File: src/rtl/clk_div_pkg.sv
// Shared types and constants for the parametrised clock divider.
// FSM encoding and the smallest ratio that actually divides.
package clk_div_pkg;

  typedef enum logic [1:0] {
    BYPASS = 2'd0,
    HIGH   = 2'd1,
    LOW    = 2'd2
  } state_e;

  localparam int unsigned MIN_RATIO = 2;

endpackage

File: src/rtl/clk_div_phase_ctr.sv
// Phase counter for one half-period of the divided clock.
// Terminal flag fires on the last cycle of the current half.
module clk_div_phase_ctr #(
  parameter int WIDTH = 8
) (
  input  logic             i_clk,
  input  logic             i_rst_n,
  input  logic             i_clr,
  input  logic             i_inc,
  input  logic [WIDTH-1:0] i_limit,
  output logic             o_term
);

  localparam logic [WIDTH-1:0] ONE = WIDTH'(1);

  logic [WIDTH-1:0] cnt_q;
  logic [WIDTH-1:0] cnt_d;

  always_comb begin
    cnt_d = cnt_q;
    if (i_clr) begin
      cnt_d = '0;
    end else if (i_inc) begin
      cnt_d = cnt_q + ONE;
    end
  end

  always_ff @(posedge i_clk) begin
    if (!i_rst_n) begin
      cnt_q <= '0;
    end else begin
      cnt_q <= cnt_d;
    end
  end

  assign o_term = (cnt_q == (i_limit - ONE));

endmodule

File: src/rtl/clk_div_param.sv
// Integer clock divider with boundary-only retune, resync and tick.
// Bypass mux select is registered so output switching is glitch-free.
module clk_div_param
  import clk_div_pkg::*;
#(
  parameter int WIDTH      = 8,
  parameter bit RST_BYPASS = 1'b1
) (
  input  logic             i_ref_clk,
  input  logic             i_rst_n,
  input  logic             i_clk_en,
  input  logic [WIDTH-1:0] i_div_ratio,
  input  logic             i_resync,
  output logic             o_div_clk,
  output logic             o_div_tick,
  output logic             o_bypass,
  output logic [WIDTH-1:0] o_ratio_active
);

  state_e           state_q, state_d;
  logic             div_q, div_d;
  logic             tick_q, tick_d;
  logic             bypass_q, bypass_d;
  logic [WIDTH-1:0] ratio_q, ratio_d;

  logic             valid;
  logic             do_start;
  logic             do_stop;
  logic             cnt_clr;
  logic             cnt_inc;
  logic             cnt_term;
  logic [WIDTH-1:0] half_h;
  logic [WIDTH-1:0] half_l;
  logic [WIDTH-1:0] limit;

  assign valid  = i_clk_en && (i_div_ratio >= WIDTH'(MIN_RATIO));
  assign half_h = ratio_q >> 1;
  // Odd ratios give the extra cycle to the low phase.
  assign half_l = ratio_q - half_h;
  assign limit  = (state_q == HIGH) ? half_h : half_l;

  clk_div_phase_ctr #(
    .WIDTH(WIDTH)
  ) u_phase_ctr (
    .i_clk   (i_ref_clk),
    .i_rst_n (i_rst_n),
    .i_clr   (cnt_clr),
    .i_inc   (cnt_inc),
    .i_limit (limit),
    .o_term  (cnt_term)
  );

  always_comb begin
    state_d  = state_q;
    div_d    = div_q;
    tick_d   = 1'b0;
    bypass_d = bypass_q;
    ratio_d  = ratio_q;
    cnt_clr  = 1'b0;
    cnt_inc  = 1'b0;
    do_start = 1'b0;
    do_stop  = 1'b0;

    unique case (state_q)
      HIGH, LOW: begin
        if (!i_clk_en) begin
          do_stop = 1'b1;
        end else if (i_resync ||
                     (state_q == LOW && cnt_term)) begin
          do_start = valid;
          do_stop  = !valid;
        end else if (cnt_term) begin
          state_d = LOW;
          div_d   = 1'b0;
          cnt_clr = 1'b1;
        end else begin
          cnt_inc = 1'b1;
        end
      end
      default: begin
        do_start = valid;
        do_stop  = !valid;
      end
    endcase

    if (do_start) begin
      state_d  = HIGH;
      div_d    = 1'b1;
      tick_d   = 1'b1;
      bypass_d = 1'b0;
      ratio_d  = i_div_ratio;
      cnt_clr  = 1'b1;
    end

    if (do_stop) begin
      state_d  = BYPASS;
      div_d    = 1'b0;
      bypass_d = 1'b1;
      ratio_d  = '0;
      cnt_clr  = 1'b1;
    end
  end

  always_ff @(posedge i_ref_clk) begin
    if (!i_rst_n) begin
      state_q  <= BYPASS;
      div_q    <= 1'b0;
      tick_q   <= 1'b0;
      bypass_q <= RST_BYPASS;
      ratio_q  <= '0;
    end else begin
      state_q  <= state_d;
      div_q    <= div_d;
      tick_q   <= tick_d;
      bypass_q <= bypass_d;
      ratio_q  <= ratio_d;
    end
  end

  assign o_div_clk      = bypass_q ? i_ref_clk : div_q;
  assign o_div_tick     = tick_q;
  assign o_bypass       = bypass_q;
  assign o_ratio_active = ratio_q;

endmodule

File: config.mk
export PLATFORM = sky130hd
export DESIGN_NAME = clk_div_param
export DESIGN_NICKNAME = d
export VERILOG_FILES = /design/src/rtl/clk_div_pkg.sv /design/src/rtl/clk_div_phase_ctr.sv /design/src/rtl/clk_div_param.sv
export SDC_FILE = /design/constraint.sdc
export NUM_CORES = 1
export LEC_CHECK = 0
export ABC_AREA = 1
export BUFFER_PORTS_ARGS = -buffer_cell sky130_fd_sc_hd__buf_2
export CORE_ASPECT_RATIO = 1.2
export CORE_MARGIN = 2
export CORE_UTILIZATION = 30
export CTS_CLUSTER_SIZE = 8
export DETAILED_ROUTE_END_ITERATION = 6
export HOLD_SLACK_MARGIN = 0.02
export PLACE_DENSITY_LB_ADDON = 0.12
export SKIP_CTS_REPAIR_TIMING = 1
export SLEW_MARGIN = 20
export SYNTH_ARGS = -nofsm -noshare
export SYNTH_HDL_FRONTEND = slang
export SYNTH_HIERARCHICAL = 1
export SYNTH_SLANG_ARGS = --single-unit
File: constraint.sdc
create_clock -name i_ref_clk -period 4.29 [get_ports i_ref_clk]
set_input_delay 0.429 -clock i_ref_clk [delete_from_list [all_inputs] [get_ports i_ref_clk]]
set_output_delay 0.429 -clock i_ref_clk [all_outputs]
set_load 0.03 [all_outputs]
==> results.json, run 1 <==
{
  "status": "complete, no violations",
  "die_height_um": 85.22,
  "grt_pass1_vias": 1562,
  "gp_congestion": 0.7767,
  "start_util": 0.3113,
  "first_pass_iters": 4,
  "setup_viol": 0,
  "crit_required_ns": 4.58,
  "fin_crit_sh": 0.8266,
  "drc": 0,
  "grtUsageTotal": 0.1454,
  "ys_top_cells_by_area": "dfxtp_1 24%, nand2_1 19%, inv_1 11%",
  "r2r_start": "o_ratio_active[0]",
  "end_kind": "flip-flop",
  "die-area_um2": 6108,
  "drt_iter0_drc": 71,
  "fin_skew_ns": 0.002206,
  "grt_pass1_wl_um": 6962,
  "finalCriticalPeriod_ns": 3.546,
  "tightest_slew_ns": 0.7050,
  "slowest_delay_ns": 0.37,
  "rows": 29,
  "coreArea_um2": 5298,
  "critPathArrivalTime_ns": 3.84,
  "drive_gt1_frac": 0.1471,
  "yosysWarnings": 6,
  "viasPerCell": 4.557,
  "slew_violations": 0,
  "synth.avg_cell_area_um2": 5.932,
  "syn_inst": 278,
  "async_flop_share": 0,
  "netlist_top_cells_count": "84 x nand2_1, 48 x inv_1, 34 x nor2_1",
  "grt_setup_unrepaired": "false",
  "finalWirelength_um": 3925,
  "worst-path-max-fanout": 8,
  "reg2reg_depth": 22,
  "hold_depth": 3,
  "num_vias": 1677,
  "clkTransAtPathRegs_ns": 0.08,
  "tns_ns": 0,
  "netlist_area_um2": 1649,
  "worstSetupPathType": "reg2reg",
  "min_path_type": "in2reg",
  "cpMaxStageDelayCell": "fa_1",
  "synth_top_family_by_area": "simple AND/OR/NAND/NOR gates",
  "synth_edf_count": 0,
  "clk_latency_ns": 0.37,
  "port_buffers": 22,
  "finalHoldViolations": 0,
  "rrSetupSlack_ns": 0.74,
  "synth_cell_types": 25,
  "antenna_found_initial": 0,
  "crit_start": "o_ratio_active[0]",
  "grt_max_degree": 13,
  "slew_headroom": 0.5250,
  "cap_viol_max_count": 0,
  "die_w_um": 71.68,
  "start_kind": "flip-flop",
  "ys_ff_latch": 20,
  "r2r-end": "u_phase_ctr/cnt_q[5]",
  "worstPathCellList": "inv_1 -> ha_1 -> fa_1 -> inv_1 -> a21oi_1 -> o21ai_0 -> o21ai_0 -> nor2_1 -> nand2_1 -> or2_1 -> nand2_1 -> nand2_1 -> nand3_1 -> nor2_1 -> nand2_2 -> nand2_2 -> nor3_1 -> buf_4 -> inv_1 -> nor2_1 -> inv_1 -> nor3_1",
  "cts_tree": "done",
  "timing.critical_path.mode_cell": "inv_1",
  "final_antenna_net_count": 0,
  "regArea_um2": 400.4,
  "leakage_nw": 1.014,
  "dp_hpwl_um": 3168,
  "nFillCells": 595,
  "p_per_area_nw_per_um2": 352.9,
  "synthFlopType": "dfxtp_1",
  "synth_compound_area_frac": 0.07739,
  "layout.nets": 331,
  "ios": 23,
  "antennaDiodeCount": 0,
  "wl_per_cell_um": 10.67,
  "synth_xor_area_frac": 0.04780,
  "synthesis.nets": 302,
  "grt.overflow.total": 0,
  "yosys.area_share.simple": 0.4059,
  "synth-seq-area-share": 0.2428,
  "crit_path_end": "u_phase_ctr/cnt_q[5]",
  "multiInputGateArea_um2": 1033,
  "finalPower_w": 0.0006848,
  "fmax_mhz": 282.0,
  "synth_top_area_share": 0.2428,
  "yosys.area.top_type": "dfxtp_1",
  "muxShareOfSynthArea": 0,
  "ir_drop_uv": 220.6,
  "synth_fa_ha_area_frac": 0.09560,
  "syn_to_final_growth_pct": 17.68,
  "synth_most_common_cell": "nand2_1"
}
==> sequential cells by signal, summed over array words and instances (netlist names) <==
signal             flops
o_div_tick             1
o_bypass               1
u_phase_ctr/cnt_q      8
state_q                1
o_ratio_active         8
div_q                  1
==> metrics by stage <==
step / setup slack (ns) / hold WS (ns) / cell area, um^2 / std cells / util
2_1_floorplan: 0.6962 / 0.4564 / 1649 / 278 / -
3_3_place_gp: 0.8489 / 0.4758 / 1828 / 361 / 0.3451
3_5_place_dp: 0.6995 / 0.4766 / 1828 / 361 / 0.3451
4_1_cts: 0.6755 / 0.2889 / 1941 / 368 / 0.3663
5_1_grt: 0.1425 / 0.2948 / 1941 / 368 / 0.3663
6_report: 0.7439 / 0.3017 / 1941 / 368 / 0.3663
==> metal layers <==
metal / part of all wire / vias to the layer above / routed length [um] / global-route usage
li1: - / 916 / - / -
met5: 0 / - / 0 / 0
met1: 0.46 / 732 / 1824 / 0.1766
met2: 0.49 / 24 / 1907 / 0.2382
met4: 0.023 / 0 / 92 / 0.08576
met3: 0.025 / 5 / 100 / 0.02494
==> kinds of logic (layout without fill, tap and decap cells) <==
family,Yosys count,in the layout
simple gates,157,157
buf+inv,55,83
compound gates,25,25
xor+xnor,9,9
fa+ha+maj,12,12
flops,20,20
==> worst min path at each step <==
stage                     startpoint    endpoint
after global routing         i_rst_n  o_div_tick
after CTS                    i_rst_n  o_div_tick
after global placement    state_q[1]  state_q[1]
after floorplan           state_q[1]  state_q[1]
final                        i_rst_n  o_div_tick
after detailed placement  state_q[1]  state_q[1]
==> critical path, delay by kind of cell (launching register included) <==
family	cells	cell delay, ns
flip-flops	1	0.33
adder cells (fa/ha/maj)	2	0.59
buffers and inverters	5	0.54
AO/OA/AOI/OAI	3	0.42
AND/OR/NAND/NOR	12	1.58
==> report_power, final <==
| group | switching, W | internal, W |
|---|---|---|
| logic | 0.000122 | 0.0000687 |
| clock network | 0.000106 | 0.000193 |
| registers | 0.00000465 | 0.000190 |
| total | 0.000233 | 0.000452 |
==> layout by cell type, fill, tap and decap left out <==
master	n
nor2_1	34
nor2_2	2
xor2_1	4
xnor2_1	5
ha_1	11
inv_2	5
bufinv_16	1
nand3b_1	1
a31oi_1	1
nor2_4	1
or2_1	1
o22ai_1	1
nand2_1	84
nand2_2	6
buf_2	22
nand3_2	1
inv_1	48
fa_1	1
clkbuf_8	6
nor3b_1	1
buf_4	1
a21oi_1	14
nand3_1	19
nand4_1	3
nor3_1	4
dfxtp_1	20
o21ai_0	9
==> final cells by class <==
class | instances | share of cell area
well taps | 62 | 0.03997
multi-input cells | 203 | 0.5326
clock inverters | 1 | 0.01547
inverters | 53 | 0.1025
clock buffers | 7 | 0.04513
repair buffers | 22 | 0.05803
flip-flops and latches | 20 | 0.2063
Power figures use the tool's default switching activity.
==> run 2, diff against run 1 <==
--- a/config.mk
+++ b/config.mk
@@ -5,7 +5,7 @@
 export SDC_FILE = /design/constraint.sdc
 export NUM_CORES = 1
 export LEC_CHECK = 0
-export ABC_AREA = 1
+export ABC_AREA = 0
 export BUFFER_PORTS_ARGS = -buffer_cell sky130_fd_sc_hd__buf_2
 export CORE_ASPECT_RATIO = 1.2
 export CORE_MARGIN = 2
==> constraint.sdc (replaced) <==
create_clock -name i_ref_clk -period 3.25 [get_ports i_ref_clk]
set_input_delay 0.325 -clock i_ref_clk [delete_from_list [all_inputs] [get_ports i_ref_clk]]
set_output_delay 0.325 -clock i_ref_clk [all_outputs]
set_load 0.03 [all_outputs]
==> run 2 against run 1 <==
Against the previous run: flip-flop and latch count unchanged; clock-buffer cell count did not move; critical path depth fell by 6; fmax increased by 1.9%; the flow now finishes with violations (setup timing); combinational power is 31% higher; register-to-register slack lost 0.97 ns; hold slack lost 0.10 ns; sequential share of layout area fell by 2.1 points; worst setup slack lost 0.97 ns; utilization increased by 8.1 points.
==> results.json, run 2 <==
{
  "status": "complete, but fails checks",
  "violations": "setup timing",
  "finalWirelength_um": 4021,
  "final_common_cell": "buf_4",
  "p_switching_w": 0.0002563,
  "start_util": 0.3136,
  "p_comb_frac": 0.310,
  "fin_ws_ns": -0.2301,
  "num_vias": 1522,
  "die-area_um2": 5757,
  "netlist_area_um2": 1549,
  "final_antenna_net_count": 0,
  "gp_congestion": 0.7331,
  "fmax_mhz": 287.3,
  "finalCriticalPeriod_ns": 3.480,
  "synth_top_area_share": 0.2585,
  "met1_usage": 0.1738,
  "grt.overflow.total": 0,
  "fin_crit_sh": 1.071,
  "placed_cells": 297,
  "placed_area_um2": 1994,
  "grt_max_degree": 15,
  "yosys.area.top_type": "dfxtp_1",
  "drive_gt1_frac": 0.3992,
  "worst-path-max-fanout": 6,
  "coreArea_um2": 4940,
  "ys_ff_latch": 20,
  "synthesis.nets": 214,
  "grt_util_met2": 0.2596,
  "drc": 0,
  "clkTransAtPathRegs_ns": 0.07,
  "ios": 23,
  "cts_tree": "done",
  "power.internal_w": 0.0005477,
  "mostFrequentLayoutCells": "35 x buf_4, 22 x buf_2, 17 x nor2_1, 16 x dfxtp_1, 14 x inv_1",
  "async_flop_share": 0,
  "yosysWarnings": 6,
  "syn_inst": 190,
  "tightest_slew_ns": 0.6428,
  "rows": 28,
  "grtUsageTotal": 0.1493,
  "grt_pass1_vias": 1529,
  "syn_to_final_growth_pct": 42.65,
  "synth_cell_types": 46,
  "synthFlopType": "dfxtp_1",
  "cap_viol_max_count": 0,
  "min_path_type": "in2reg",
  "end_kind": "flip-flop",
  "crit_start": "o_ratio_active[0]",
  "grt_setup_unrepaired": "true",
  "drt_iter0_drc": 37,
  "antennaDiodeCount": 0,
  "leakage_nw": 0.9392,
  "setup_viol": 18,
  "grt_pass1_wl_um": 6775,
  "antenna_found_initial": 0,
  "synth_edf_count": 0,
  "wl_per_cell_um": 13.06,
  "p_clk_frac": 0.374,
  "layout.nets": 273,
  "viasPerCell": 4.942,
  "sw_frac_of_total": 0.3187,
  "ir_drop_uv": 338.6,
  "hp-start": "i_div_ratio[0]",
  "synth.avg_cell_area_um2": 8.153,
  "start_kind": "flip-flop",
  "slew_headroom": 0.5675,
  "worstSetupPathType": "reg2reg",
  "busiest_layer": "met2",
  "holdWs_ns": 0.1994,
  "clk_latency_ns": 0.36,
  "crit_required_ns": 3.50,
  "met3_usage": 0.02549,
  "die_w_um": 69.60,
  "port_buffers": 22,
  "fin_skew_ns": 0.001511,
  "ys_top_cells_by_area": "dfxtp_1 26%, ha_1 8.9%, mux2i_1 6.5%",
  "finalHoldViolations": 0,
  "pwr-share-seq": 0.315,
  "first_pass_iters": 4,
  "critPathArrivalTime_ns": 3.73,
  "synth-seq-area-share": 0.2585,
  "slew_violations": 0,
  "finalPower_w": 0.0008040,
  "p_per_area_nw_per_um2": 363.8,
  "dp_hpwl_um": 3142,
  "fin_area_um2": 2210,
  "die_height_um": 82.72,
  "final_cells": 308,
  "nFillCells": 507,
  "place_ws_ns": -0.2625,
  "netlist_top_cells_count": "20 x dfxtp_1, 20 x nor2_1, 16 x inv_1",
  "r2r_start": "o_ratio_active[0]"
}
[run 2: cell count changes in the layout (fill, tap and decap cells not counted), sizes merged, moves of 4 or more]
cell	change
nand2	-78
inv	-37
buf	+35
nor2	-17
nand3	-14
mux2i	+10
a21oi	-8
nor3b	+5
or3	+5
a211oi	+4
nand2b	+4
xor2	+4
[run 2: area by class of cell]
cell class                 instances  area (um^2)  area share
sequential                        20        410.4      0.1857
clock buffer                       7        87.58     0.03964
clock inverter                     1        3.754    0.001699
inverter                          16        60.06     0.02718
multi-input combinational        147         1194      0.5402
timing repair buffer              57        379.1      0.1716
tap                               60        75.07     0.03398
[run 2: critical path, cell delays in order, from the launching register on]
cell and delay [ns]:
dfxtp_4 0.35, inv_2 0.04, ha_4 0.15, fa_2 0.39, buf_4 0.14, xor2_1 0.15
o21ai_0 0.20, buf_4 0.16, nor3_2 0.03, buf_4 0.16, mux2i_2 0.19, o31ai_2 0.12
a2111oi_4 0.48, a211oi_2 0.15, a211o_2 0.43, mux2i_1 0.18, nor2_1 0.06
[run 2: worst paths after layout]
| path | slack, ns | endpoint | depth (start not counted) |
|---|---|---|---|
| worst max-delay path | -0.23 | o_ratio_active[2] | 16 |
| worst max register to register | -0.23 | o_ratio_active[2] | 16 |
| worst min register to register | 0.50 | o_bypass | 1 |
| worst min-delay path | 0.20 | o_ratio_active[0] | 3 |
[run 2: cells by family (layout without fill, tap and decap cells)]
logic type	count (synthesis)	count (layout)	share of synthesized area
AND/OR/NAND/NOR	75	75	0.2730
AO/OA/AOI/OAI	35	36	0.1535
buffers and inverters	24	81	0.06784
flip-flops	20	20	0.2585
XOR/XNOR	13	13	0.07351
adder cells (fa/ha/maj)	12	12	0.1018
multiplexers	11	11	0.07189
[run 2: metal layers]
metal / up-vias / share of wire
met1: 704 / 0.48
met5: - / 0
li1: 793 / -
met2: 20 / 0.48
met3: 5 / 0.025
met4: 0 / 0.018
[run 2: metrics by stage]
step           utilization  setup TNS (ns)
2_1_floorplan            -          -1.631
3_3_place_gp        0.4037          -4.477
3_5_place_dp        0.4037          -3.946
4_1_cts             0.4212          -4.403
5_1_grt             0.4473          -6.706
6_report            0.4473          -2.570
[run 2: power groups by stage]
stage	combinational (W)	clock, W	sequential [W]
final	0.000250	0.000301	0.000254
after global routing	0.000274	0.000335	0.000254
after CTS	0.000231	0.000318	0.000253
after detailed placement	0.000229	0.0000421	0.000259
after global placement	0.000232	0.0000421	0.000259
after floorplan	0.000148	0.0000326	0.000269
==> run 3, diff against run 2 <==
--- a/config.mk
+++ b/config.mk
@@ -14,6 +14,7 @@
 export DETAILED_ROUTE_END_ITERATION = 6
 export HOLD_SLACK_MARGIN = 0.02
 export PLACE_DENSITY_LB_ADDON = 0.12
+export RECOVER_POWER = 100
 export SKIP_CTS_REPAIR_TIMING = 1
 export SLEW_MARGIN = 20
 export SYNTH_ARGS = -nofsm -noshare
==> run 3 against run 2 <==
Against the previous run: the flow still finishes with violations (setup timing); register-to-register slack about the same; wire length unchanged; sequential power barely moved; clock skew about the same; non-clock buffer count is the same; fmax barely moved; die area unchanged; final area down 0.40%; utilization shrank 0.18 points; clock power barely moved; largest cell class unchanged; highest routed layer unchanged.
==> results.json, run 3 (same netlist as run 2, synthesis figures left out) <==
{
  "finalCriticalPeriod_ns": 3.480,
  "first_pass_iters": 4,
  "grt_setup_unrepaired": "true",
  "mostFrequentLayoutCells": "35 x buf_4, 17 x nor2_1, 16 x dfxtp_1, 15 x buf_2, 14 x inv_1",
  "cpMaxStageDelayCell": "a2111oi_4",
  "final_common_cell": "buf_4",
  "status": "complete, but fails checks",
  "drt_iter0_drc": 37,
  "placed_cells": 297,
  "die_w_um": 69.60,
  "fin_skew_ns": 0.001012,
  "finalHoldViolations": 0,
  "holdWs_ns": 0.1997,
  "nFillCells": 509,
  "grt.overflow.total": 0,
  "antenna_found_initial": 0,
  "leakage_nw": 0.9130,
  "cts_tree": "done",
  "slew_headroom": 0.5675,
  "slew_violations": 0,
  "port_buffers": 22,
  "slowest_delay_ns": 0.48,
  "multiInputGateArea_um2": 1194,
  "coreArea_um2": 4940,
  "cpLargestDelayFamily": "compound AO/OA/AOI/OAI gates",
  "finalPower_w": 0.0008035,
  "crit_required_ns": 3.50,
  "final_antenna_net_count": 0,
  "antennaDiodeCount": 0,
  "tightest_slew_ns": 0.6428,
  "clkTransAtPathRegs_ns": 0.07,
  "fin_ws_ns": -0.2302,
  "grt_max_degree": 15,
  "drc": 0,
  "fmax_mhz": 287.3,
  "critPathArrivalTime_ns": 3.73,
  "min_path_type": "in2reg",
  "syn_to_final_growth_pct": 42.08,
  "gp_congestion": 0.7331,
  "num_vias": 1521,
  "finalWirelength_um": 4021,
  "fin_crit_sh": 1.071,
  "end_kind": "flip-flop",
  "timing.critical_path.mode_cell": "buf_4",
  "cap_viol_max_count": 0,
  "viasPerCell": 4.938,
  "grt_pass1_vias": 1529,
  "grt_pass1_wl_um": 6775,
  "die-area_um2": 5757,
  "start_kind": "flip-flop",
  "drive_gt1_frac": 0.3710,
  "ios": 23,
  "rrSetupSlack_ns": -0.23,
  "worstSetupPathType": "reg2reg",
  "violations": "setup timing",
  "p_per_area_nw_per_um2": 365.1,
  "wl_per_cell_um": 13.06,
  "clk_latency_ns": 0.36,
  "crit_buf_inv": 4,
  "worst-path-max-fanout": 6,
  "grtUsageTotal": 0.1493,
  "start_util": 0.3136,
  "rows": 28,
  "worstPathCellList": "inv_2 -> ha_4 -> fa_2 -> buf_4 -> xor2_1 -> o21ai_0 -> buf_4 -> nor3_2 -> buf_4 -> mux2i_2 -> o31ai_2 -> a2111oi_4 -> a211oi_2 -> a211o_2 -> mux2i_1 -> nor2_1",
  "layout.nets": 273,
  "dp_hpwl_um": 3142,
  "final_cells": 308,
  "setup_viol": 18,
  "ir_drop_uv": 337.8,
  "die_height_um": 82.72,
  "regArea_um2": 410.4
}
-- run 3: cell count changes in the layout (fill, tap and decap cells not counted), sizes merged --
cell / change
buf: -7
clkbuf: +7
-- run 3: path summary, 6_finish.rpt --
check,from,cells past startpoint,endpoint
worst max register to register,o_ratio_active[0],16,o_ratio_active[2]
worst max-delay path,o_ratio_active[0],16,o_ratio_active[2]
worst min register to register,o_bypass,1,o_bypass
worst min-delay path,i_div_ratio[0],3,o_ratio_active[0]
-- run 3: layout make-up --
class,count,share of cell area
multi-input cells,147,0.5424
flip-flops and latches,20,0.1865
repair buffers,57,0.1683
clock buffers,7,0.03980
well taps,60,0.03411
inverters,16,0.02729
clock inverters,1,0.001706
-- run 3: metrics by stage --
stage | TNS [ns] | util | cell area [um^2] | setup WS (ns)
global placement | -4.477 | 0.4037 | 1994 | -0.2907
floorplan | -1.631 | - | 1608 | -0.2443
global route | -6.706 | 0.4455 | 2201 | -0.4257
CTS | -4.403 | 0.4212 | 2081 | -0.2764
finish | -2.570 | 0.4455 | 2201 | -0.2302
detailed placement | -3.946 | 0.4037 | 1994 | -0.2625
-- run 3: worst min-delay path: cells and delay by family --
kind          cells  cell delay (ns)
mux               1             0.05
buf+inv           1             0.07
simple gates      1             0.07
-- run 3: power breakdown --
group	switching [W]	leakage, nW	internal (W)
clock network	0.000127	0.0536	0.000174
logic	0.000126	0.695	0.000123
registers	0.00000425	0.165	0.000249
total	0.000257	0.913	0.000547
-- run 3: layer usage --
| layer | track usage | wire length [um] | up-vias |
|---|---|---|---|
| li1 | - | - | 792 |
| met1 | 0.1738 | 1913 | 704 |
| met2 | 0.2596 | 1929 | 20 |
| met3 | 0.02549 | 104 | 5 |
| met4 | 0.09020 | 73 | 0 |
| met5 | 0 | 0 | - |
